$ cat src/rtl/riscv_pipe_pkg.sv
// Shared definitions for the 5-stage RISC-V pipeline control logic:
// hazard controller state encoding, register index width, the bubble
// control word and the load-use detection helper.
package riscv_pipe_pkg;

    localparam int REG_IDX_W = 5;

    typedef enum logic [1:0] {
        RUN      = 2'd0,
        SQUASH   = 2'd1,
        MEM_WAIT = 2'd2
    } hazard_state_t;

    // Width of the ID/EX control bundle; a bubble clears every control bit.
    localparam int                CTRL_W      = 8;
    localparam logic [CTRL_W-1:0] BUBBLE_CTRL = '0;

    // A load in execute whose destination feeds the decode instruction.
    // x0 is hard-wired to zero and never creates a dependency.
    function automatic logic load_use_hazard(
        input logic                 mem_read,
        input logic [REG_IDX_W-1:0] rd,
        input logic [REG_IDX_W-1:0] rs1,
        input logic [REG_IDX_W-1:0] rs2,
        input logic                 uses_rs2
    );
        return mem_read && (rd != '0) && ((rd == rs1) || (uses_rs2 && (rd == rs2)));
    endfunction

endpackage

$ cat src/rtl/hazard_perf_counter.sv
// Saturating performance counter: counts cycles where inc is high and
// sticks at all-ones instead of wrapping.
module hazard_perf_counter #(
    parameter int W = 32
) (
    input  logic         clk,
    input  logic         reset,
    input  logic         inc,
    output logic [W-1:0] count
);

    logic [W-1:0] count_reg;

    // Count up on inc, holding at the maximum value.
    always_ff @(posedge clk or negedge reset) begin
        if (!reset) begin
            count_reg <= '0;
        end else if (inc && (count_reg != '1)) begin
            count_reg <= count_reg + W'(1);
        end
    end

    assign count = count_reg;

endmodule

$ cat src/rtl/pipeline_hazard_ctrl.sv
// Hazard controller for the 5-stage pipeline: load-use stalls, taken-branch
// redirect flushes with a fetch-latency squash tail, and data-memory wait
// freezes with a sticky timeout flag.
// Build option: define HAZARD_PERF_CNT_EN to implement stall_cnt/flush_cnt;
// without it both counters are tied to zero.
module pipeline_hazard_ctrl
    import riscv_pipe_pkg::*;
#(
    parameter int IMEM_LAT    = 1,
    parameter int MEM_TIMEOUT = 255,
    parameter int CNT_W       = 32
) (
    input  logic                 clk,
    input  logic                 reset,
    input  logic [REG_IDX_W-1:0] IF_ID_rs1,
    input  logic [REG_IDX_W-1:0] IF_ID_rs2,
    input  logic                 IF_ID_uses_rs2,
    input  logic [REG_IDX_W-1:0] ID_EX_rd,
    input  logic                 ID_EX_MemRead,
    input  logic                 EX_MEM_BranchTaken,
    input  logic                 EX_MEM_MemAccess,
    input  logic                 dmem_ready,
    output logic                 PC_Write,
    output logic                 IF_ID_Write,
    output logic                 ID_EX_Write,
    output logic                 EX_MEM_Write,
    output logic                 IF_ID_Flush,
    output logic                 ID_EX_Flush,
    output logic                 EX_MEM_Flush,
    output logic                 MEM_WB_Flush,
    output logic                 mem_err,
    output logic [CNT_W-1:0]     stall_cnt,
    output logic [CNT_W-1:0]     flush_cnt
);

    localparam int SQ_W   = (IMEM_LAT < 2) ? 1 : $clog2(IMEM_LAT + 1);
    localparam int WAIT_W = (MEM_TIMEOUT < 2) ? 1 : $clog2(MEM_TIMEOUT + 1);

    hazard_state_t     state_reg, state_next;
    logic [SQ_W-1:0]   sq_cnt_reg, sq_cnt_next;
    logic [WAIT_W-1:0] wait_cnt_reg, wait_cnt_next;
    logic              mem_err_reg, mem_err_next;
    logic              stall_inc, flush_inc;

    logic          mem_wait;
    logic          load_use;
    hazard_state_t resume_state;

    assign mem_wait = EX_MEM_MemAccess && !dmem_ready;
    assign load_use = load_use_hazard(ID_EX_MemRead, ID_EX_rd, IF_ID_rs1, IF_ID_rs2, IF_ID_uses_rs2);
    // After a freeze or stall, pick the squash tail back up if one is pending.
    assign resume_state = (sq_cnt_reg != '0) ? SQUASH : RUN;

    // State, squash/wait counters and the sticky timeout flag.
    always_ff @(posedge clk or negedge reset) begin
        if (!reset) begin
            state_reg    <= RUN;
            sq_cnt_reg   <= '0;
            wait_cnt_reg <= '0;
            mem_err_reg  <= 1'b0;
        end else begin
            state_reg    <= state_next;
            sq_cnt_reg   <= sq_cnt_next;
            wait_cnt_reg <= wait_cnt_next;
            mem_err_reg  <= mem_err_next;
        end
    end

    // Prioritised hazard resolution: mem wait > branch > load-use > squash tail.
    always_comb begin
        PC_Write      = 1'b1;
        IF_ID_Write   = 1'b1;
        ID_EX_Write   = 1'b1;
        EX_MEM_Write  = 1'b1;
        IF_ID_Flush   = 1'b0;
        ID_EX_Flush   = 1'b0;
        EX_MEM_Flush  = 1'b0;
        MEM_WB_Flush  = 1'b0;
        state_next    = state_reg;
        sq_cnt_next   = sq_cnt_reg;
        wait_cnt_next = '0;
        mem_err_next  = mem_err_reg;
        stall_inc     = 1'b0;
        flush_inc     = 1'b0;

        if (mem_wait) begin
            // Freeze everything up to EX_MEM; MEM_WB gets bubbles until the access completes.
            PC_Write      = 1'b0;
            IF_ID_Write   = 1'b0;
            ID_EX_Write   = 1'b0;
            EX_MEM_Write  = 1'b0;
            MEM_WB_Flush  = 1'b1;
            state_next    = MEM_WAIT;
            wait_cnt_next = (wait_cnt_reg == '1) ? wait_cnt_reg : wait_cnt_reg + WAIT_W'(1);
            if ((MEM_TIMEOUT != 0) && (wait_cnt_next >= WAIT_W'(MEM_TIMEOUT))) begin
                mem_err_next = 1'b1;
            end
            stall_inc = 1'b1;
        end else if (EX_MEM_BranchTaken) begin
            // Redirect: kill the three younger instructions, PC loads the target.
            IF_ID_Flush  = 1'b1;
            ID_EX_Flush  = 1'b1;
            EX_MEM_Flush = 1'b1;
            sq_cnt_next  = SQ_W'(IMEM_LAT);
            state_next   = (IMEM_LAT > 0) ? SQUASH : RUN;
            flush_inc    = 1'b1;
        end else if (load_use) begin
            PC_Write    = 1'b0;
            IF_ID_Write = 1'b0;
            ID_EX_Flush = 1'b1;
            state_next  = resume_state;
            stall_inc   = 1'b1;
        end else if ((state_reg == SQUASH) && (sq_cnt_reg != '0)) begin
            // Stale fetches still arriving from the old path.
            IF_ID_Flush = 1'b1;
            sq_cnt_next = sq_cnt_reg - SQ_W'(1);
            state_next  = (sq_cnt_reg == SQ_W'(1)) ? RUN : SQUASH;
        end else begin
            state_next = resume_state;
        end

        // Reset holds every stage closed and bubbled, independent of the clock.
        if (!reset) begin
            PC_Write     = 1'b0;
            IF_ID_Write  = 1'b0;
            ID_EX_Write  = 1'b0;
            EX_MEM_Write = 1'b0;
            IF_ID_Flush  = 1'b1;
            ID_EX_Flush  = 1'b1;
            EX_MEM_Flush = 1'b1;
            MEM_WB_Flush = 1'b1;
        end
    end

    assign mem_err = mem_err_reg;

`ifdef HAZARD_PERF_CNT_EN
    hazard_perf_counter #(.W(CNT_W)) u_stall_cnt (
        .clk   (clk),
        .reset (reset),
        .inc   (stall_inc),
        .count (stall_cnt)
    );

    hazard_perf_counter #(.W(CNT_W)) u_flush_cnt (
        .clk   (clk),
        .reset (reset),
        .inc   (flush_inc),
        .count (flush_cnt)
    );
`else
    logic unused_inc;
    assign unused_inc = stall_inc ^ flush_inc;
    assign stall_cnt  = '0;
    assign flush_cnt  = '0;
`endif

endmodule

$ cat config.mk
export PLATFORM = sky130hd
export DESIGN_NAME = pipeline_hazard_ctrl
export DESIGN_NICKNAME = d
export VERILOG_FILES = /design/src/rtl/riscv_pipe_pkg.sv /design/src/rtl/hazard_perf_counter.sv /design/src/rtl/pipeline_hazard_ctrl.sv
export SDC_FILE = /design/constraint.sdc
export NUM_CORES = 1
export LEC_CHECK = 0
export BUFFER_PORTS_ARGS = -buffer_cell sky130_fd_sc_hd__buf_2
export CORE_MARGIN = 8
export CORE_UTILIZATION = 45
export CTS_CLUSTER_DIAMETER = 30
export DETAILED_ROUTE_END_ITERATION = 10
export PLACE_DENSITY = 0.91
export SLEW_MARGIN = 40
export SYNTH_ARGS = -nofsm -noshare
export SYNTH_HDL_FRONTEND = slang
export SYNTH_SLANG_ARGS = --single-unit
$ cat constraint.sdc
create_clock -name clk -period 5.19 [get_ports clk]
set_clock_uncertainty 0.15 [all_clocks]
set_input_delay 1.2975 -clock clk [delete_from_list [all_inputs] [get_ports clk]]
set_output_delay 1.2975 -clock clk [all_outputs]
set_load 0.01 [all_outputs]
---- Yosys cells after proc, flatten, opt, wreduce, memory -nomap -nowiden ----
Cells that the tools add are included.
cells by class
  reductions and logical operators ........ 11
  $lt $le $gt $ge ......................... 1
  muxes and demuxes ....................... 31
  $add $sub $neg .......................... 2
  equal/unequal tests ..................... 5
  bitwise operators ....................... 1
operators with widths
  cell                   number
  $mux W1                28
  $mux W8                2
  $eq A5 B5 Y1           2
  $add A8 B1 Y8 const B  1
  $eq A8 B8 Y1 const B   1
  $ge A8 B8 Y1 const B   1
  $logic_and A1 B1 Y1    5
  $reduce_bool A5 Y1     1
  $reduce_and A3 Y1      1
  $eq A2 B1 Y1 const B   1
  $mux W2                1
  $ne A2 B2 Y1 const B   1
  $reduce_and A2 Y1      1
  $reduce_bool A2 Y1     1
  $logic_not A1 Y1       1
  $logic_or A1 B1 Y1     1
  $not A1 Y1             1
  $sub A1 B1 Y1 const B  1
word-level totals
  bits of input ports ..................... 22
  word-level logic and storage cells ...... 55
  flip-flop bits (word level) ............. 12
  output and inout bits ................... 73

---- Depth between registers and ports, before layout ----
Gate-level depths: netlist (run 1).
  word-level depth ........................ 8
  depth in mapped cells ................... 6
  depth with buffers taken out ............ 5

---- Worst setup path before layout (run 1) ----
OpenSTA, ideal clock, no wires.
  path kind ............................... input to output
  from .................................... input ID_EX_rd[4]
  to ...................................... output PC_Write
  stages .................................. 5
  path slack .............................. 1,345 ps
  data required time ...................... 3,743 ps
  buffers on the path ..................... 1
  arrival time ............................ 2,398 ps
  cells stage by stage .................... xor2_1 nor4_2 a32oi_2 o31a_1 buf_4
between the ends
  word-level cells in the longest chain between the ends .. 8
  elaborated cells on any way between the ends .. 11
  those cells by class .................... 2 x eq/ne; 4 x mux; 5 x reduce/logical
RTL lines
  item                      line                        text
  start, declared           pipeline_hazard_ctrl.sv:18  input logic [REG_IDX_W-1:0] ID_EX_rd,
  $eq A5 B5 Y1              riscv_pipe_pkg.sv:27        return mem_read && (rd != '0) && ((rd == rs1) || (uses_rs2 && (rd == rs2)));
  $logic_and A1 B1 Y1       riscv_pipe_pkg.sv:27
  $logic_or A1 B1 Y1        riscv_pipe_pkg.sv:27
  $logic_and A1 B1 Y1 (*)   riscv_pipe_pkg.sv:27
  $mux W1 (*) (4 in a row)  n/a
  end, declared             pipeline_hazard_ctrl.sv:23  output logic PC_Write,
Mark *: on every way between the ends. The rest lies on a longest branch, timed or not.

---- Worst setup path in the final report (run 1) ----
  from .................................... input ID_EX_rd[4]
  to ...................................... output ID_EX_Flush
between the ends
  word-level cells in the longest chain between the ends .. 8
  elaborated cells on any way between the ends .. 11
  those cells by class .................... 2 x eq/ne; 4 x mux; 5 x reduce/logical
RTL lines
  item                     line                         text
  $eq A5 B5 Y1             riscv_pipe_pkg.sv:27
  $logic_and A1 B1 Y1      riscv_pipe_pkg.sv:27
  $logic_or A1 B1 Y1       riscv_pipe_pkg.sv:27
  $logic_and A1 B1 Y1 (*)  riscv_pipe_pkg.sv:27
  $mux W1 (*)              pipeline_hazard_ctrl.sv:107  end else if (load_use) begin
  $mux W1 (*)              pipeline_hazard_ctrl.sv:99   end else if (EX_MEM_BranchTaken) begin
  $mux W1 (*)              pipeline_hazard_ctrl.sv:86   if (mem_wait) begin
  $mux W1 (*)              pipeline_hazard_ctrl.sv:123  if (!reset) begin
  end, declared            pipeline_hazard_ctrl.sv:28   output logic ID_EX_Flush,
Marked as above.

==> results.md, run 1 <==
- Initial antenna violation count: 0
- Worst setup SP type: input pin
- M1 WL: between 1000 and 1500 um
- Total gr overflow: 0
- Maximum VDD drop: 110 uV
- Core area: 0.00298 mm^2
- Hold Crit Endpoint: mem_err
- Sum of net half-perimeters after detailed placement: around 2500 um
- Multi-input gate area: 774 um^2
- Fin util: 0.448
- Total power draw: between 200 and 250 uW
- Die height: 71.3 um
- RSZ-0062 raised after global routing: no
- Setup ws final: 1160 ps
- Max cap viols: 0
- Final WL: 2920 um
- Cell row count: 20
- Clk buf depth: 2
- Reg2reg end: mem_err
- Number of warnings issued by yosys: 0
- Hold Crit Depth: 2
- FILL cells: between 300 and 400
- Placed Cells: 224
- Layout area overhead: -3.09%
- # DRC: 0
- # setup viols final: 0
- Tcrit/Tclk final: 0.777
- Worst hold slack: 312 ps
- 1st-iter DRT viols: 24
- Vias in the first global route: 1,093
- Post-synth top cells: buf_4, dfrtp_1, nand2_1
- Synth area leaders: buf_4, dfrtp_1, xor2_1
- Hold Startpoint: mem_err
- NumNets Final: 219
- Chip width: slightly above 70 um
- Minimum clock period: 4030 ps
- R2R depth: 5
- Initial Utilization: 0.462
- Final Hold Viols: 0
- Via count: 1,046
- WL met3: 296 um
- Final TNS setup: 0 ps
- I/O pins: 95
- Fin. max-slew vios: 0
- Largest register FFs: 8
- Most common cell in the netlist: buf_4
- Resized Gates After CTS: 0
- Syn avg cell area: 8.34 um^2
- Root buffer cell: clkbuf_4
- DR WL/cell: 12.8 um
- Sequential-to-total area share from yosys stat: 0.218
- CTS sink cnt: 12
- Antenna Cells: 0
- P_leak: 0.675 nW
- Ys flop type: dfrtp_1
- Placed Area: 0.00130 mm^2
- Layout cell share with drive strength beyond 1: 0.226
- I/O Buffers: 30
- First-pass GRT wire length: 4630 um
- Non-filler instance count after layout: 228
- Total Routing Usage GR: 0.110
- Crit-path max FO: 5
- Yosys reg bits: 12
- CTS Hold Buffers Added: 0
- Reg2reg start: wait_cnt_reg[0]
- P per Cell Area: 184 mW/mm^2
- Design Area, Final: 0.00133 mm^2
- Sequential cell area: ~300 um^2
- Routed vias/inst: 4.59
- Post-CTS Setup Repair Bufs: 0
- CTS Buf Count: 3
- Skew-Pair Late Insertion Delay: 270 ps
- Asr flop ratio synth: 1.00
- Largest net degree at the start of global routing: 16
- Crit. End Element: output pin
- CP Data Required Time: ~3700 ps
- H-tree Lvls: 1
- Die Area: 0.00508 mm^2
- WS Path Type: in2out
- CTS tree: yes
- Area of the mapped netlist: 0.00138 mm^2
- Final RePlAce weighted congestion: 0.883
- Max Freq: 248 MHz
- Leading area contributor after synthesis: buf_4
- Top cell type's share of synthesized area: 0.360
- Post-synth EDFFs: 0
- Worst endpoint data arrival time: 2590 ps
- Worst-path clk slew: 70 ps
- Run status: completed
- Yosys cell types: 37
- Tightest Hold Check Type: reg2reg
- Pre-CTS setup slack: 1160 ps
- Highest routed layer: met4
- Mapped Cells: ~170
- R2r setup slk: 3030 ps
- Antenna viol nets, final: 0
- Pre-antenna DRT Iters: 5
- Met2 routed WL: 1460 um
[per-layer routing]
layer  vias to the layer above  track usage
met2                        66        0.197
met1                       487        0.106
met5                         -            0
met4                         0       0.0693
li1                        489            -
met3                         4       0.0377
[placed cells by master (no fill, tap or decap)]
cell	count
a21bo_1	1
clkbuf_8	1
nor2_1	5
xnor2_1	3
inv_6	1
inv_1	6
nand2_1	10
nor4_1	2
nand3_2	1
xor2_1	9
o21ai_0	8
nor3_1	3
a31oi_1	6
o41ai_2	1
o211ai_1	1
nor4_2	1
a21oi_1	4
nand2b_1	1
a22o_1	1
nor3b_1	1
or3_1	3
clkbuf_4	3
ha_1	1
o311ai_1	1
or4_4	1
o31a_1	1
buf_2	30
o21ai_2	1
a32oi_2	1
nor3_2	1
o21a_1	1
nand3_1	5
conb_1	64
mux2_2	1
dfrtp_1	12
and2_1	1
nand2b_4	1
mux2i_1	1
[power breakdown]
part / switching, mW / internal [mW]
combinational: 0.0484 / 0.0215
sequential: 0.00379 / 0.0969
clock: 0.0321 / 0.0426
total: 0.0843 / 0.161
[worst max path at each step]
stage	from	end
2_1_floorplan	ID_EX_rd[4]	PC_Write
3_3_place_gp	ID_EX_rd[1]	IF_ID_Flush
3_5_place_dp	ID_EX_rd[0]	ID_EX_Flush
4_1_cts	ID_EX_rd[0]	ID_EX_Flush
5_1_grt	ID_EX_rd[0]	ID_EX_Flush
6_report	ID_EX_rd[4]	ID_EX_Flush
[critical path, cell delays in order]
cell	delay, ps
buf_2	130
xor2_1	160
nor4_2	310
a32oi_2	210
o311ai_1	300
buf_2	180
[kinds of logic after synthesis]
logic type,after synthesis,share of synthesized area
buffers and inverters,74,0.391
and+or+nand+nor,36,0.149
AOI/OAI and AO/OA,27,0.138
xor gates and xnor gates,12,0.0764
DFF,12,0.218
muxes,2,0.0155
adders and majority gates,1,0.00909
other,1,0.00272
[final cells by class]
| class | count | share of cell area |
|---|---|---|
| inverters | 7 | 0.0235 |
| multi-input cells | 142 | 0.581 |
| flip-flops and latches | 12 | 0.225 |
| repair buffers | 30 | 0.113 |
| clock buffers | 4 | 0.0272 |
| well taps | 33 | 0.0310 |
(Power assumes the default switching activity.)
==> run 2, diff against run 1 <==
CORE_UTILIZATION = 42   (was 45)
PLACE_DENSITY = 0.86   (was 0.91)
clock period = 4 ns   (was 5.19 ns; I/O delays follow)
==> run 2 against run 1 <==
Compared with the run above:
- wire length is 3.9% lower
- setup slack worse by 540 ps
- global-route usage decreased by 0.93 points
- cell count increased by 4.8%
- via count decreased by 1.7%
- hold slack improved by 14 ps
- sequential power grew 29%
- non-clock buffer count unchanged
- sequential cell count stayed put
- power up 30%
- combinational power rose by 27%
- core utilization shrank 1.0 points
- critical path type unchanged
- critical endpoint is now PC_Write
- largest cell class unchanged
==> results.md, run 2 (synthesized netlist as in run 1, its figures left out) <==
- CTS Buf Count: 3 (unchanged)
- Chip width: 73.2 um (+2.7%)
- Placed Area: 0.00131 mm^2 (+1.1%)
- # setup viols final: 0 (unchanged)
- I/O pins: 95 (unchanged)
- Final WL: 2800 um (-3.9%)
- 1st-iter DRT viols: 43 (+79%)
- Total gr overflow: 0 (unchanged)
- Sequential cell area: 300 um^2 (unchanged)
- I/O Buffers: 30 (unchanged)
- Layout area overhead: -2.09%
- Crit-path max cell delay: 320 ps (about the same)
- FILL cells: 342 (+6.2%)
- P per Cell Area: 236 mW/mm^2 (+29%)
- Multi-input gate area: 774 um^2 (unchanged)
- Initial Utilization: 0.447 (-0.0150)
- Cell row count: 20 (unchanged)
- WS Path Type: in2out
- Worst endpoint data arrival time: 2240 ps (-350 ps)
- # DRC: 0 (unchanged)
- Worst setup SP type: input pin
- Final RePlAce weighted congestion: 0.858 (-2.9%)
- Worst-path clk slew: 80 ps (about the same)
- Bufs and invs on worst path: 2 (unchanged)
- Routed vias/inst: 4.30 (-6.2%)
- R2r setup slk: 1820 ps (-1210 ps)
- H-tree Lvls: 1 (unchanged)
- Max Freq: 295 MHz
- Fin. max-slew vios: 0 (unchanged)
- Design Area, Final: 0.00135 mm^2 (+1.0%)
- Layout cell share with drive strength beyond 1: 0.226 (unchanged)
- First-pass GRT wire length: 4450 um (-3.9%)
- Largest register FFs: 8 (unchanged)
- Crit-path max FO: 5 (unchanged)
- Total power draw: 319 uW (+30%)
- Core area: 0.00308 mm^2 (+3.4%)
- Fin util: 0.438 (-0.0101)
- DR WL/cell: 11.7 um (-8.4%)
- Post-CTS Setup Repair Bufs: 0 (unchanged)
- Tightest Hold Check Type: reg2reg
- Resized Gates After CTS: 0 (unchanged)
- Most common cell after layout, fill and taps aside: conb_1
- Crit-path cells: buf_2 > xor2_1 > nor4_2 > a32oi_2 > o31a_1 > buf_2
- Via count: 1,028 (-1.7%)
- Vias in the first global route: 1,019 (-6.8%)
- Total Routing Usage GR: 0.101 (-0.00928)
- Minimum clock period: 3390 ps
- Pre-antenna DRT Iters: 4 (-1)
- Root buffer cell: clkbuf_4
- Initial antenna violation count: 0 (unchanged)
- Placed Cells: 235 (+4.9%)
- Skew-Pair Late Insertion Delay: 280 ps (about the same)
- NumNets Final: 219 (unchanged)
- Sum of net half-perimeters after detailed placement: 2390 um (-4.7%)
- RSZ-0062 raised after global routing: no
- Tcrit/Tclk final: 0.847
- Non-filler instance count after layout: 239 (+4.8%)
- Largest net degree at the start of global routing: 16 (unchanged)
- Run status: completed
- Die height: 73.2 um (+2.7%)
- CTS sink cnt: 12 (unchanged)
- Die Area: 0.00536 mm^2 (+5.5%)
- Most frequent cells in the layout: conb_1, buf_2, dfrtp_1
- P_leak: 0.675 nW (unchanged)
- CP Data Required Time: 2850 ps (-890 ps)
- Crit. End Element: output pin
- Max cap viols: 0 (unchanged)
- Antenna Cells: 0 (unchanged)
- CP top delay family: compound AO/OA/AOI/OAI gates
- Critical Path Most Common Cell: buf_2
- Maximum VDD drop: 132 uV (+20%)
- CTS Hold Buffers Added: 0 (unchanged)
- Final TNS setup: 0 ps (unchanged)
- Clk buf depth: 2 (unchanged)
- Antenna viol nets, final: 0 (unchanged)
- CP max-delay cell: o31a_1
- Final Hold Viols: 0 (unchanged)
- CTS tree: yes
[run 2: cell counts in the layout (fill, tap and decap cells not counted)]
Identical to the previous run, type by type.
[run 2: path summary, 6_finish.rpt]
| path | from | end | cells after the start |
|---|---|---|---|
| worst max-delay path | ID_EX_rd[4] | PC_Write | 6 |
| worst min-delay path | mem_err | mem_err | 2 |
| worst max register to register | wait_cnt_reg[0] | mem_err | 5 |
| worst min register to register | mem_err | mem_err | 2 |
| max in group asynchronous | reset | mem_err | 1 |
| min in group asynchronous | reset | wait_cnt_reg[5] | 1 |
[run 2: power by group]
| group | internal, mW | switching (mW) |
|---|---|---|
| clock network | 0.0554 | 0.0440 |
| registers | 0.126 | 0.00464 |
| logic | 0.0280 | 0.0609 |
| total | 0.209 | 0.110 |
[run 2: through the flow]
step / hold slack, ps / setup slack (ps)
CTS: 331 / 590
finish: 326 / 611
detailed placement: 312 / 591
global route: 355 / 476
floorplan: 352 / 750
global placement: 291 / 635
[run 2: tightest hold or removal path: stages, from the launching register on]
cell     delay [ps]
dfrtp_1         350
inv_1            50
o41ai_2          50
[run 2: final cells by class]
| type | instances | share of cell area |
|---|---|---|
| Multi-Input combinational cell | 142 | 0.575 |
| Timing Repair Buffer | 30 | 0.111 |
| Tap cell | 44 | 0.0409 |
| Sequential cell | 12 | 0.223 |
| Inverter | 7 | 0.0232 |
| Clock buffer | 4 | 0.0269 |
[run 2: metal layers]
| metal | global-route usage | share of wire | up-vias |
|---|---|---|---|
| met5 | 0 | 0 | - |
| met4 | 0.0200 | 0.0050 | 0 |
| met3 | 0.0508 | 0.13 | 2 |
| met2 | 0.171 | 0.47 | 69 |
| met1 | 0.110 | 0.40 | 470 |
| li1 | - | - | 487 |
